## config.mk

```make
export PLATFORM = sky130hd
export DESIGN_NAME = pipeline_hazard_controller
export DESIGN_NICKNAME = d
export VERILOG_FILES = /design/src/rtl/pipeline_hazard_controller_pkg.sv /design/src/rtl/pipeline_hazard_controller_hazard_detect.sv /design/src/rtl/pipeline_hazard_controller.sv
export SDC_FILE = /design/constraint.sdc
export NUM_CORES = 1
export LEC_CHECK = 0
export ABC_AREA = 1
export BUFFER_PORTS_ARGS = -buffer_cell sky130_fd_sc_hd__buf_2
export CAP_MARGIN = 20
export CORE_ASPECT_RATIO = 0.75
export CORE_MARGIN = 3
export CORE_UTILIZATION = 56
export DETAILED_ROUTE_END_ITERATION = 10
export PLACE_DENSITY_LB_ADDON = 0.15
export SLEW_MARGIN = 30
export SYNTH_ARGS = -nofsm -noshare
export SYNTH_HDL_FRONTEND = slang
export SYNTH_SLANG_ARGS = --single-unit
```

## constraint.sdc

```tcl
create_clock -name clk -period 4.4 [get_ports clk]
set_input_delay 0 -clock clk [delete_from_list [all_inputs] [get_ports clk]]
set_output_delay 0 -clock clk [all_outputs]
set_load 0.01 [all_outputs]
```

## src/rtl/pipeline_hazard_controller_pkg.sv

```systemverilog
// Shared pipeline definitions: sequencer states, the pipeline-register control
// bundle and the bubble encodings loaded by a flush.
package pipeline_hazard_controller_pkg;

    typedef enum logic [1:0] {
        ST_RUN      = 2'd0,
        ST_MEM_WAIT = 2'd1,
        ST_ERROR    = 2'd2
    } hz_state_e;

    localparam int unsigned WAIT_CNT_W = 8;

    // Instruction word the pipeline registers load on a flush.
    localparam logic [31:0] BUBBLE_INSTR = 32'h0000_0000;

    typedef struct packed {
        logic pc_en;
        logic ifid_en;
        logic idex_en;
        logic exmem_en;
        logic memwb_en;
        logic ifid_flush;
        logic idex_flush;
        logic memwb_flush;
    } pipe_ctrl_t;

    // Fully frozen pipeline: nothing enabled, nothing flushed.
    localparam pipe_ctrl_t CTRL_FROZEN = '{1'b0, 1'b0, 1'b0, 1'b0, 1'b0, 1'b0, 1'b0, 1'b0};

    localparam pipe_ctrl_t CTRL_NORMAL = '{1'b1, 1'b1, 1'b1, 1'b1, 1'b1, 1'b0, 1'b0, 1'b0};

endpackage

```

## src/rtl/pipeline_hazard_controller_hazard_detect.sv

```systemverilog
// Load-use hazard comparator between the ID sources and the EX load destination.
module hazard_detect
    import pipeline_hazard_controller_pkg::*;
(
    input  logic [4:0] id_rs_i,
    input  logic [4:0] id_rt_i,
    input  logic       id_uses_rs_i,
    input  logic       id_uses_rt_i,
    input  logic       ex_is_load_i,
    input  logic       ex_writes_rf_i,
    input  logic [4:0] ex_wr_addr_i,
    output logic       luh_o
);

    logic rs_hit_s;
    logic rt_hit_s;
    logic ex_load_dest_s;

    // $0 is hard-wired, so a load targeting it never creates a dependency.
    always_comb begin
        ex_load_dest_s = ex_is_load_i & ex_writes_rf_i & (ex_wr_addr_i != 5'd0);
        rs_hit_s       = id_uses_rs_i & (id_rs_i == ex_wr_addr_i);
        rt_hit_s       = id_uses_rt_i & (id_rt_i == ex_wr_addr_i);
        luh_o          = ex_load_dest_s & (rs_hit_s | rt_hit_s);
    end

endmodule

```

## src/rtl/pipeline_hazard_controller.sv

```systemverilog
// Stall/flush sequencer for the 5-stage pipeline: load-use bubbles, branch squash,
// data-RAM wait states with a watchdog, and a saturating stall counter.
module pipeline_hazard_controller
    import pipeline_hazard_controller_pkg::*;
#(
    parameter int unsigned TIMEOUT_CYCLES = 16,
    parameter int unsigned STALL_CNT_W    = 16
) (
    input  logic                   clk,
    input  logic                   rst,
    input  logic                   cpu_en,
    input  logic [4:0]             id_rs,
    input  logic [4:0]             id_rt,
    input  logic                   id_usesRs,
    input  logic                   id_usesRt,
    input  logic                   id_branchTaken,
    input  logic                   ex_memOutOrAluOutWriteBackToRegFile,
    input  logic                   ex_ifWriteRegsFile,
    input  logic [4:0]             ex_registerWriteAddress,
    input  logic                   mem_memAccess,
    input  logic                   dram_ack,
    output logic                   pc_en,
    output logic                   ifid_en,
    output logic                   idex_en,
    output logic                   exmem_en,
    output logic                   memwb_en,
    output logic                   ifid_flush,
    output logic                   idex_flush,
    output logic                   memwb_flush,
    output logic                   dram_req,
    output logic                   mem_timeout,
    output logic [STALL_CNT_W-1:0] stall_cycles
);

    // Counter value seen in the last ack-less wait cycle before the watchdog fires.
    localparam logic [WAIT_CNT_W-1:0]  WAIT_LIMIT = WAIT_CNT_W'(TIMEOUT_CYCLES - 1);
    localparam logic [STALL_CNT_W-1:0] STALL_ONE  = {{(STALL_CNT_W-1){1'b0}}, 1'b1};

    hz_state_e              state_q, state_d;
    logic [WAIT_CNT_W-1:0]  wait_cnt_q, wait_cnt_d;
    logic [STALL_CNT_W-1:0] stall_q, stall_d;
    logic                   timeout_q, timeout_d;

    logic       luh_s;
    logic       mst_s;
    pipe_ctrl_t ctrl_s;

    hazard_detect u_hazard_detect (
        .id_rs_i        (id_rs),
        .id_rt_i        (id_rt),
        .id_uses_rs_i   (id_usesRs),
        .id_uses_rt_i   (id_usesRt),
        .ex_is_load_i   (ex_memOutOrAluOutWriteBackToRegFile),
        .ex_writes_rf_i (ex_ifWriteRegsFile),
        .ex_wr_addr_i   (ex_registerWriteAddress),
        .luh_o          (luh_s)
    );

    assign mst_s = mem_memAccess & ~dram_ack;

    // Output decode in priority order: frozen/error > memory stall > load-use > branch.
    always_comb begin
        ctrl_s = CTRL_NORMAL;
        if (rst || !cpu_en || (state_q == ST_ERROR)) begin
            ctrl_s = CTRL_FROZEN;
        end else if (mst_s) begin
            ctrl_s             = CTRL_FROZEN;
            ctrl_s.memwb_en    = 1'b1;
            ctrl_s.memwb_flush = 1'b1;
        end else if (luh_s) begin
            ctrl_s.pc_en      = 1'b0;
            ctrl_s.ifid_en    = 1'b0;
            ctrl_s.idex_flush = 1'b1;
        end else if (id_branchTaken) begin
            ctrl_s.ifid_flush = 1'b1;
        end else begin
            ctrl_s = CTRL_NORMAL;
        end
    end

    assign pc_en        = ctrl_s.pc_en;
    assign ifid_en      = ctrl_s.ifid_en;
    assign idex_en      = ctrl_s.idex_en;
    assign exmem_en     = ctrl_s.exmem_en;
    assign memwb_en     = ctrl_s.memwb_en;
    assign ifid_flush   = ctrl_s.ifid_flush;
    assign idex_flush   = ctrl_s.idex_flush;
    assign memwb_flush  = ctrl_s.memwb_flush;
    assign dram_req     = mem_memAccess & cpu_en & ~rst & (state_q != ST_ERROR);
    assign mem_timeout  = timeout_q;
    assign stall_cycles = stall_q;

    // Next-state logic; everything holds while cpu_en is low.
    always_comb begin
        state_d    = state_q;
        wait_cnt_d = wait_cnt_q;
        stall_d    = stall_q;
        timeout_d  = timeout_q;
        if (cpu_en) begin
            if (!ctrl_s.pc_en && (stall_q != {STALL_CNT_W{1'b1}})) begin
                stall_d = stall_q + STALL_ONE;
            end else begin
                stall_d = stall_q;
            end
            case (state_q)
                ST_RUN: begin
                    if (mst_s) begin
                        state_d    = ST_MEM_WAIT;
                        wait_cnt_d = '0;
                    end else begin
                        state_d = ST_RUN;
                    end
                end
                ST_MEM_WAIT: begin
                    // An ack in the limit cycle still wins over the watchdog.
                    if (dram_ack) begin
                        state_d = ST_RUN;
                    end else if (wait_cnt_q == WAIT_LIMIT) begin
                        state_d    = ST_ERROR;
                        timeout_d  = 1'b1;
                        wait_cnt_d = wait_cnt_q + 8'd1;
                    end else begin
                        wait_cnt_d = wait_cnt_q + 8'd1;
                    end
                end
                ST_ERROR: begin
                    state_d = ST_ERROR;
                end
                default: begin
                    state_d = ST_RUN;
                end
            endcase
        end else begin
            state_d = state_q;
        end
    end

    // State and counter registers with synchronous reset.
    always_ff @(posedge clk) begin
        if (rst) begin
            state_q    <= ST_RUN;
            wait_cnt_q <= '0;
            stall_q    <= '0;
            timeout_q  <= 1'b0;
        end else begin
            state_q    <= state_d;
            wait_cnt_q <= wait_cnt_d;
            stall_q    <= stall_d;
            timeout_q  <= timeout_d;
        end
    end

endmodule

```

==> key figures, run 1 <==
Global route
  – Number of global-route vias before repair: ~1600
  – Grt ovf: 0
  – Largest net degree at the start of global routing: 22
  – Antenna violations before repair: 0
  – Total global-route track usage: between 20% and 30%
  – Global-route wire length before repair: ~7000 um

Worst setup path
  – Worst setup EP type: register
  – Most Frequent Cell on Critical Path: nor2_4
  – Startpoint type of the worst setup path: register
  – CP arrival: 2.02 ns
  – Worst Path Class, Setup: register to register
  – Data required time of the worst path: around 4.5 ns
  – Critical path cell sequence: ha_1, nand2_2, nor2_4, nand3_2, nor2_4, a21oi_4, nand2_4, nand2_1, a21oi_2
  – Crit path max-delay cell type: a21oi_4
  – Maximum net fanout on the critical path: 18
  – Stage delay of the slowest cell on the critical path: 0.44 ns

Finish
  – Final nets: between 300 and 400
  – Most frequent standard cell in the layout excluding fill and tap cells: nand2_1
  – # diodes: 0
  – Most frequent cells in the layout: 75 x nand2_1, 50 x buf_2, 32 x nor2_1, 32 x nand3_1, 31 x inv_1
  – Layout Cells excl Fill: 365
  – Proportion of layout cells with a drive suffix above 1: 25.1%
  – Area grow syn2layout: 15.5%
  – Filler Cell Count: about 280

Clock network
  – Total clock buffers created by CTS: 3
  – Post-CTS resize count: 0
  – Maximum level of the CTS H-tree: 1
  – Hold buffer count at CTS: 0
  – Clock tree root buffer cell: clkbuf_8
  – TritonCTS clock tree: built
  – Clock slew seen by the registers of the worst setup and hold paths: about 0.10 ns
  – Number of clock sinks: 27
  – Skew-Pair Late Insertion Delay: between 0.2 and 0.3 ns
  – Number of buffers inserted to repair setup after CTS: 0
  – Maximum buffer depth of the clock tree: 2

Hold path
  – Path class of the lowest-slack min-delay path: input port to register

Routing
  – Average wire per cell in the routed design: approximately 11 um
  – Remaining design rule violation count: 0
  – Total vias in the final route: 1862
  – Drt pass-1 iters: 4
  – Final WL: just over 4000 um
  – Final ANT Viol Nets: 0
  – Vias per cell: just over 5
  – First DRT Iteration DRCs: ~130

Place
  – Number of instances in the placed design: around 360
  – PortBufs: 50
  – Placer's final routability congestion estimate: roughly 0.93
  – HPWL after detailed placement: between 3000 and 4000 um

Power and ir drop
  – Share of total power in sequential cells: 54.0%
  – Static Leakage: about 1 nW
  – Clock network fraction of design power: a little under a third
  – Largest vdd supply drop: 0.136 mV
  – Share of power burned in combinational logic: 15.0%
  – Net Switching: between 0.1 and 0.15 mW
  – Internal power: about 0.34 mW
  – Sw Ratio: between 20 and 30%
  – Cell area power density: roughly 220 nW/um^2

Synth
  – Part of the Yosys area used for sequential elements: a little under 30%
  – Yosys warnings: 0
  – Fraction of registers with async set/reset: 0%
  – EDFF count, synth: 0
  – Area share of the largest cell type after synthesis: slightly below 30%
  – Number of nets in the synthesized netlist: 308
  – Combined area of all synthesized cells: 1840 sq um
  – Synth area leader: dfxtp_1
  – Synth cell types: 30
  – Number of register bits inferred by synthesis: 27
  – Ys flop type: dfxtp_1
  – Most area-consuming cells after synthesis: dfxtp_1 29%, nand2_1 15%, nand3_1 8.7%
  – Post-Syn Instances: 281
  – Avg Inst Size Synth: between 6 and 7 sq um

STA
  – RSZ-0062 raised after global routing: no
  – Final worst-path cycle share: approximately 43%
  – Slew HR: approximately two thirds
  – Max Clock Freq: roughly 530 MHz
  – Final Hold Vio Count: 0
  – Setup-failing EPs final: 0
  – Final Slew Violations: 0
  – Setup TNS: 0 ns
  – Skew final: between 0.01 and 0.015 ns
  – Clock period minus final worst setup slack: around 1.9 ns
  – Transition time at the pin with the least slew margin: roughly 0.52 ns

Floorplanning
  – Number of placed I/O pins: 51
  – Y dimension of the die: between 50 and 60 um
  – Std-Cell Core Area: 3040 sq um
  – Initial Utilization: roughly three fifths
  – Number of rows created at floorplan: 17
  – Horizontal die dimension: 72.1 um
  – Die Area: ~4000 sq um

Run
  – Number of maximum-capacitance violations: 0

Outcome
  – Run status: finished clean
-- synth_stat cells, types with 3 or more instances --
master,instances
dfxtp_1,27
nor2_1,32
o21ai_0,5
inv_1,31
nor3_2,3
a21oi_2,10
nand3_1,32
a21oi_1,15
buf_6,3
nor3_1,6
nand2_1,75
xor2_1,8
inv_2,4
xnor2_1,6
-- layer usage --
metal | up-vias | share of wire, % | track usage [%]
met5 | - | 0 | 0
met4 | 0 | 1.8 | 6.70
met3 | 9 | 7.3 | 5.78
met2 | 58 | 41 | 30.5
met1 | 810 | 50 | 30.2
li1 | 985 | - | -
-- path summary, 6_finish.rpt --
path | from | to | slack, ns | cells past startpoint
worst max-delay path | stall_cycles[0] | stall_cycles[5] | 2.52 | 9
worst min-delay path | mem_memAccess | wait_cnt_q[1] | 0.08 | 4
worst max register to register | stall_cycles[0] | stall_cycles[5] | 2.52 | 9
worst min register to register | mem_timeout | mem_timeout | 0.49 | 2
-- power groups by stage --
stage / logic, mW / registers (mW) / clock network (mW)
finish: 0.0695 / 0.251 / 0.144
global route: 0.0788 / 0.252 / 0.158
CTS: 0.0694 / 0.251 / 0.149
detailed placement: 0.0692 / 0.257 / 0
global placement: 0.0683 / 0.257 / 0
floorplan: 0.0468 / 0.257 / 0
-- flip-flops by register name, indices dropped and copies added (netlist names) --
name          cells
mem_timeout       1
stall_cycles     16
state_q           2
wait_cnt_q        8
-- stage by stage --
step	instance area, sq um	power (mW)	setup WS, ns	hold WS, ns	utilization [%]
floorplan	1840	0.304	2.75	0.0507	-
global placement	2070	0.325	2.62	0.290	68.1
detailed placement	2070	0.326	2.56	0.298	68.1
CTS	2120	0.470	2.55	0.0779	69.7
global route	2120	0.489	2.42	0.116	69.7
finish	2120	0.465	2.52	0.0830	69.7
-- cell families after synthesis --
family          count (synthesis)  share of synthesized area [%]
buf+inv                        43                           10.5
fa+ha+maj                       2                           1.36
xor+xnor                       14                           6.68
compound gates                 34                           12.3
flops                          27                           29.4
simple gates                  161                           39.7
-- area by class of cell --
class	count	area [sq um]	share of cell area, %
clock buffers	3	41.3	1.95
well taps	38	47.5	2.24
repair buffers	50	250	11.8
multi-input cells	211	1100	52.0
inverters	35	131	6.19
clock inverters	1	7.51	0.354
flip-flops and latches	27	541	25.5
-- worst max-delay path: cells and delay by family (launching register included) --
family                   cells  cell delay [ns]
AO/OA/AOI/OAI                2             0.50
flip-flops                   1             0.36
adder cells (fa/ha/maj)      1             0.27
AND/OR/NAND/NOR              6             0.62
(Power assumes the default switching activity.)
==> inputs of run 2 (changes only) <==
--- a/config.mk
+++ b/config.mk
@@ -10,7 +10,7 @@
 export CAP_MARGIN = 20
 export CORE_ASPECT_RATIO = 0.75
 export CORE_MARGIN = 3
-export CORE_UTILIZATION = 56
+export CORE_UTILIZATION = 52
 export DETAILED_ROUTE_END_ITERATION = 10
 export PLACE_DENSITY_LB_ADDON = 0.15
 export SLEW_MARGIN = 30
==> constraint.sdc (replaced) <==
create_clock -name clk -period 1.84 [get_ports clk]
set_input_delay 0 -clock clk [delete_from_list [all_inputs] [get_ports clk]]
set_output_delay 0 -clock clk [all_outputs]
set_load 0.01 [all_outputs]
==> run 2 against run 1 <==
Compared with the run above: via count is 0.81% lower; clock power up 150%; clock skew fell by 0.0061 ns; non-clock buffer count up 7; critical path type unchanged; largest cell class unchanged.
==> key figures, run 2 (synthesis gave the netlist of run 1 again) <==
Floorplanning
  – Number of placed I/O pins: 51 (unchanged)
  – Horizontal die dimension: 74.6 um (was 72.1 um)
  – Std-Cell Core Area: 3330 sq um (was 3040 sq um)
  – Y dimension of the die: 57.5 um (was 55.6 um)
  – Initial Utilization: 55.1% (was 60.3%)
  – Number of rows created at floorplan: 18 (was 17)
  – Die Area: 4290 sq um (was 4010 sq um)

Routing
  – Drt pass-1 iters: 4 (unchanged)
  – Highest metal layer with signal wires: met4 (unchanged)
  – First DRT Iteration DRCs: 91 (was 134)
  – Total vias in the final route: 1847 (was 1862)
  – Average wire per cell in the routed design: 11.0 um (was 11.2 um)
  – Final WL: 4120 um (was 4100 um)
  – Final ANT Viol Nets: 0 (unchanged)
  – Length of routed met2 wiring: 1630 um (was 1670 um)
  – Routed metal-1 wire length: 2210 um (was 2060 um)
  – Vias per cell: 4.94 (was 5.10)
  – Met3 layer wire length in the routed design: 260 um (was 299 um)
  – Remaining design rule violation count: 0 (unchanged)

Finish
  – Most frequent cells in the layout: 75 x nand2_1, 50 x buf_2, 32 x nor2_1, 32 x nand3_1, 31 x inv_1 (unchanged)
  – Proportion of layout cells with a drive suffix above 1: 26.6% (was 25.1%)
  – Filler Cell Count: 314 (was 275)
  – Final nets: 362 (was 355)
  – Flip-flop count of the largest register, all copies and words added: 16 (unchanged)
  – Area grow syn2layout: 18.8% (was 15.5%)
  – Most frequent standard cell in the layout excluding fill and tap cells: nand2_1 (unchanged)
  – # diodes: 0 (unchanged)

Global route
  – Total global-route track usage: 20.6% (was 21.1%)
  – Antenna violations before repair: 0 (unchanged)
  – Global-route wire length before repair: 6980 um (was 6920 um)
  – Number of global-route vias before repair: 1560 (was 1597)
  – Largest net degree at the start of global routing: 21 (was 22)
  – Grt ovf: 0 (unchanged)

STA
  – Slew HR: 78.5% (was 65.3%)
  – Skew final: 0.00752 ns (was 0.0136 ns)
  – Transition time at the pin with the least slew margin: 0.319 ns (was 0.520 ns)
  – Final Slew Violations: 0 (unchanged)
  – Final worst hold slack: 0.0352 ns (was 0.0830 ns)
  – Max Clock Freq: 595 MHz (was 532 MHz)
  – Clock period minus final worst setup slack: 1.68 ns (was 1.88 ns)
  – Setup-failing EPs final: 0 (unchanged)
  – Setup TNS: 0 ns (unchanged)
  – RSZ-0062 raised after global routing: no (unchanged)
  – Final worst-path cycle share: 91.3% (was 42.7%)
  – Final Hold Vio Count: 0 (unchanged)

Worst setup path
  – Critical path cell sequence: ha_1, nand2_2, nor2_4, nand3_2, nor2_4, a21oi_4, buf_4, nand3_1, a21oi_2 (was ha_1, nand2_2, nor2_4, nand3_2, nor2_4, a21oi_4, nand2_4, nand2_1, a21oi_2)
  – Stage delay of the slowest cell on the critical path: 0.36 ns (was 0.44 ns)
  – Worst setup EP type: register (unchanged)
  – Data required time of the worst path: 2.07 ns (was 4.54 ns)
  – Most Frequent Cell on Critical Path: nor2_4 (unchanged)
  – Crit path max-delay cell type: dfxtp_1 (was a21oi_4)
  – Startpoint type of the worst setup path: register (unchanged)
  – CP arrival: 1.91 ns (was 2.02 ns)
  – Worst Path Class, Setup: register to register (unchanged)
  – Maximum net fanout on the critical path: 10 (was 18)

Clock network
  – Clock slew seen by the registers of the worst setup and hold paths: 0.10 ns (about the same)
  – Skew-Pair Late Insertion Delay: 0.28 ns (about the same)
  – Hold buffer count at CTS: 0 (unchanged)
  – Total clock buffers created by CTS: 3 (unchanged)
  – Maximum buffer depth of the clock tree: 2 (unchanged)
  – Clock tree root buffer cell: clkbuf_8 (unchanged)
  – Maximum level of the CTS H-tree: 1 (unchanged)
  – TritonCTS clock tree: built (unchanged)
  – Number of clock sinks: 27 (unchanged)

Power and ir drop
  – Final Power: 1.13 mW (was 0.465 mW)
  – Cell area power density: 517 nW/um^2 (was 219 nW/um^2)
  – Largest vdd supply drop: 0.396 mV (was 0.136 mV)
  – Static Leakage: 1.02 nW (was 0.980 nW)

Hold path
  – Path class of the lowest-slack min-delay path: input port to register (unchanged)

Run
  – Number of maximum-capacitance violations: 0 (unchanged)

Place
  – PortBufs: 50 (unchanged)
  – HPWL after detailed placement: 3220 um (was 3160 um)
  – Placer's final routability congestion estimate: 0.895 (was 0.927)

Outcome
  – Run status: finished clean (unchanged)
-- run 2: cell type report --
| cell class | count | area [sq um] | area share, % |
|---|---|---|---|
| clock inverters | 1 | 7.51 | 0.344 |
| multi-input cells | 211 | 1110 | 50.8 |
| inverters | 35 | 131 | 6.02 |
| repair buffers | 57 | 303 | 13.9 |
| clock buffers | 3 | 41.3 | 1.89 |
| flip-flops and latches | 27 | 541 | 24.8 |
| well taps | 40 | 50.0 | 2.29 |
-- run 2: critical path: cells and delay by family, from the launching register on --
kind / cells / cell delay, ns
buffers and inverters: 1 / 0.23
adder cells (fa/ha/maj): 1 / 0.25
flip-flops: 1 / 0.36
AO/OA/AOI/OAI: 2 / 0.41
AND/OR/NAND/NOR: 5 / 0.38
-- run 2: worst paths after layout --
check / from / end / slack, ns / depth (start not counted)
worst max-delay path: stall_cycles[1] / stall_cycles[14] / 0.16 / 9
worst min register to register: wait_cnt_q[1] / wait_cnt_q[1] / 0.51 / 2
worst min-delay path: rst / stall_cycles[0] / 0.04 / 4
worst max register to register: stall_cycles[1] / stall_cycles[14] / 0.16 / 9
-- run 2: metal layers --
layer	GRT usage, %	up-vias
li1	-	999
met1	31.1	797
met2	29.5	49
met3	5.46	2
met4	3.81	0
met5	0	-
-- run 2: metrics by stage --
stage | instances | instance area, sq um | worst slack, ns | util [%]
2_1_floorplan | 281 | 1840 | 0.186 | -
3_3_place_gp | 370 | 2130 | 0.223 | 63.8
3_5_place_dp | 370 | 2130 | 0.172 | 63.8
4_1_cts | 374 | 2180 | 0.117 | 65.3
5_1_grt | 374 | 2180 | 0.000301 | 65.4
6_report | 374 | 2180 | 0.159 | 65.4
-- run 2: what timing repair did --
| action | 4_1_cts | 5_1_grt |
|---|---|---|
| buffers inserted | 0 | 0 |
| endpoints found under the setup margin | 0 | 2 |
| resized for setup | 0 | 1 |
-- run 2: power by group --
part	internal [mW]	total, mW	switching, mW
clock network	0.154	0.353	0.198
registers	0.592	0.599	0.00739
logic	0.0668	0.175	0.108
total	0.813	1.13	0.314
==> inputs of run 3 (changes only) <==
==> constraint.sdc (replaced) <==
create_clock -name clk -period 1.6 [get_ports clk]
set_input_delay 0 -clock clk [delete_from_list [all_inputs] [get_ports clk]]
set_output_delay 0 -clock clk [all_outputs]
set_load 0.05 [all_outputs]
==> run 3 against run 2 <==
Compared with the run above: register-to-register slack worse by 0.04 ns; cell area is 7.1% higher; clock-buffer cell count stayed put; routed wire length is 7.4% higher; critical path depth stayed put; sequential power is 15% higher; sequential share of layout area is 0.31 points lower; clock skew is 0.0015 ns higher; combinational power is 62% higher; worst setup slack worse by 0.056 ns.
==> key figures, run 3 (synthesis gave the netlist of run 1 again) <==
Power and ir drop
  – Static Leakage: 1.07 nW (was 1.02 nW)
  – Largest vdd supply drop: 0.441 mV (was 0.396 mV)
  – Cell area power density: 588 nW/um^2 (was 517 nW/um^2)

Outcome
  – Run status: finished clean (unchanged)

Routing
  – Vias per cell: 5.00 (was 4.94)
  – Total vias in the final route: 1894 (was 1847)
  – Final ANT Viol Nets: 0 (unchanged)
  – Remaining design rule violation count: 0 (unchanged)
  – Drt pass-1 iters: 4 (unchanged)
  – First DRT Iteration DRCs: 124 (was 91)
  – Final WL: 4420 um (was 4120 um)
  – Average wire per cell in the routed design: 11.7 um (was 11.0 um)

STA
  – Final worst-path cycle share: between 90 and 100%
  – Skew final: 0.00904 ns (was 0.00752 ns)
  – Max Clock Freq: around 670 MHz
  – Setup-failing EPs final: 0 (unchanged)
  – Final Hold Vio Count: 0 (unchanged)
  – Final worst hold slack: 0.0808 ns (was 0.0352 ns)
  – Final worst setup slack: 0.103 ns (was 0.159 ns)
  – Transition time at the pin with the least slew margin: 0.327 ns (was 0.319 ns)
  – Final Slew Violations: 0 (unchanged)
  – Clock period minus final worst setup slack: between 1 and 1.5 ns
  – Slew HR: 78.2% (was 78.5%)

Hold path
  – Path class of the lowest-slack min-delay path: input port to register (unchanged)

Worst setup path
  – Worst Path Class, Setup: register to output pin (was register to register)
  – Startpoint type of the worst setup path: register (unchanged)
  – Data required time of the worst path: 1.60 ns (was 2.07 ns)
  – Setup crit end: ifid_flush (was stall_cycles[14])
  – Worst setup EP type: output pin (was register)
  – Crit. Startpoint: state_q[1] (was stall_cycles[1])
  – CP arrival: 1.50 ns (was 1.91 ns)
  – Register-to-register setup slack: 0.12 ns (was 0.16 ns)
  – Maximum net fanout on the critical path: 10 (unchanged)
  – Cell count of the worst reg-to-reg path: 9 (unchanged)
  – Reg2reg end: stall_cycles[5] (was stall_cycles[14])
  – Worst flop-to-flop path startpoint: stall_cycles[0] (was stall_cycles[1])

Finish
  – Area grow syn2layout: 27.3% (was 18.8%)
  – Filler Cell Count: 275 (was 314)
  – # diodes: 0 (unchanged)
  – Post-route core utilization: 70.1% (was 65.4%)
  – Most frequent cells in the layout: 75 x nand2_1, 47 x buf_2, 31 x nand3_1 (was 75 x nand2_1, 50 x buf_2, 32 x nor2_1, 32 x nand3_1, 31 x inv_1)
  – Final nets: 367 (was 362)
  – Layout Cells excl Fill: 379 (was 374)
  – Proportion of layout cells with a drive suffix above 1: 35.7% (was 26.6%)
  – Most frequent standard cell in the layout excluding fill and tap cells: nand2_1 (unchanged)
  – Area of all placed cells without fillers: 2340 sq um (was 2180 sq um)
  – Flip-flop count of the largest register, all copies and words added: 16 (unchanged)

Place
  – PortBufs: 50 (unchanged)
  – Number of instances in the placed design: 371 (was 370)
  – HPWL after detailed placement: 3360 um (was 3220 um)
  – Placed Area: 2200 sq um (was 2130 sq um)
  – Placer's final routability congestion estimate: 0.937 (was 0.895)
  – Post-placement setup slack: -0.0395 ns (was 0.172 ns)

Clock network
  – Clock slew seen by the registers of the worst setup and hold paths: 0.09 ns (was 0.10 ns)
  – Skew-Pair Late Insertion Delay: 0.28 ns (about the same)
  – Clock tree root buffer cell: clkbuf_8 (unchanged)
  – Maximum level of the CTS H-tree: 1 (unchanged)
  – Total clock buffers created by CTS: 3 (unchanged)
  – TritonCTS clock tree: built (unchanged)
  – Number of clock sinks: 27 (unchanged)
  – Hold buffer count at CTS: 0 (unchanged)
  – Maximum buffer depth of the clock tree: 2 (unchanged)

Floorplanning
  – Number of placed I/O pins: 51 (unchanged)
  – Horizontal die dimension: 74.6 um (unchanged)
  – Number of rows created at floorplan: 18 (unchanged)
  – Die Area: 4290 sq um (unchanged)
  – Y dimension of the die: 57.5 um (unchanged)
  – Std-Cell Core Area: 3330 sq um (unchanged)
  – Initial Utilization: 55.1% (unchanged)

Global route
  – Grt ovf: 0 (unchanged)
  – Largest net degree at the start of global routing: 21 (unchanged)
  – Antenna violations before repair: 0 (unchanged)
  – Global-route wire length before repair: 7580 um (was 6980 um)
  – Number of global-route vias before repair: 1704 (was 1560)
  – Total global-route track usage: 22.3% (was 20.6%)

Run
  – Number of maximum-capacitance violations: 0 (unchanged)
## run 3: through the flow
step / power [mW] / setup TNS, ns
floorplan: 0.897 / -0.519
finish: 1.37 / 0
CTS: 1.38 / -0.0628
global route: 1.45 / -0.00911
detailed placement: 0.966 / -0.125
global placement: 0.965 / 0
## run 3: layout make-up
class | instances | area (sq um) | area share [%]
clock buffer | 3 | 41.3 | 1.77
multi-input combinational | 211 | 1160 | 49.8
timing repair buffer | 62 | 368 | 15.7
inverter | 35 | 135 | 5.78
sequential | 27 | 572 | 24.5
clock inverter | 1 | 6.26 | 0.268
tap | 40 | 50.0 | 2.14
## run 3: metal layers
metal | global-route usage [%] | vias to the layer above | routed length (um)
met1 | 33.4 | 817 | 2270
li1 | - | 1011 | -
met3 | 4.93 | 2 | 323
met4 | 5.84 | 0 | 34
met2 | 32.2 | 64 | 1800
met5 | 0 | - | 0
## run 3: power breakdown
part / switching (mW) / leakage, nW / internal [mW]
sequential: 0.00970 / 0.228 / 0.678
clock: 0.224 / 0.0260 / 0.178
combinational: 0.185 / 0.815 / 0.0991
total: 0.419 / 1.07 / 0.955
## run 3: critical path, cell delays in order (launching register included)
cell     delay (ns)
dfxtp_2        0.35
inv_2          0.05
nor2_1         0.04
inv_2          0.07
nand3_4        0.09
nor2_4         0.14
nand2_4        0.09
buf_12         0.15
nor2_4         0.09
buf_8          0.15
## run 3: how the worst min path moves through the flow
stage                               from         endpoint  slack, ns  depth (start not counted)
after floorplan           id_branchTaken       ifid_flush       0.16                          2
after global placement               rst  stall_cycles[0]       0.33                          4
after detailed placement             rst  stall_cycles[0]       0.33                          4
after CTS                            rst  stall_cycles[0]       0.04                          4
after global routing                 rst  stall_cycles[0]       0.12                          4
final                                rst  stall_cycles[0]       0.08                          4
## run 3: repair_timing
item / in CTS / in global routing
gates resized for setup: 6 / 11
endpoints found under the hold margin: 0 / 0
pin swaps: 1 / 3
setup endpoints to repair: 10 / 7
buffers inserted: 2 / 2
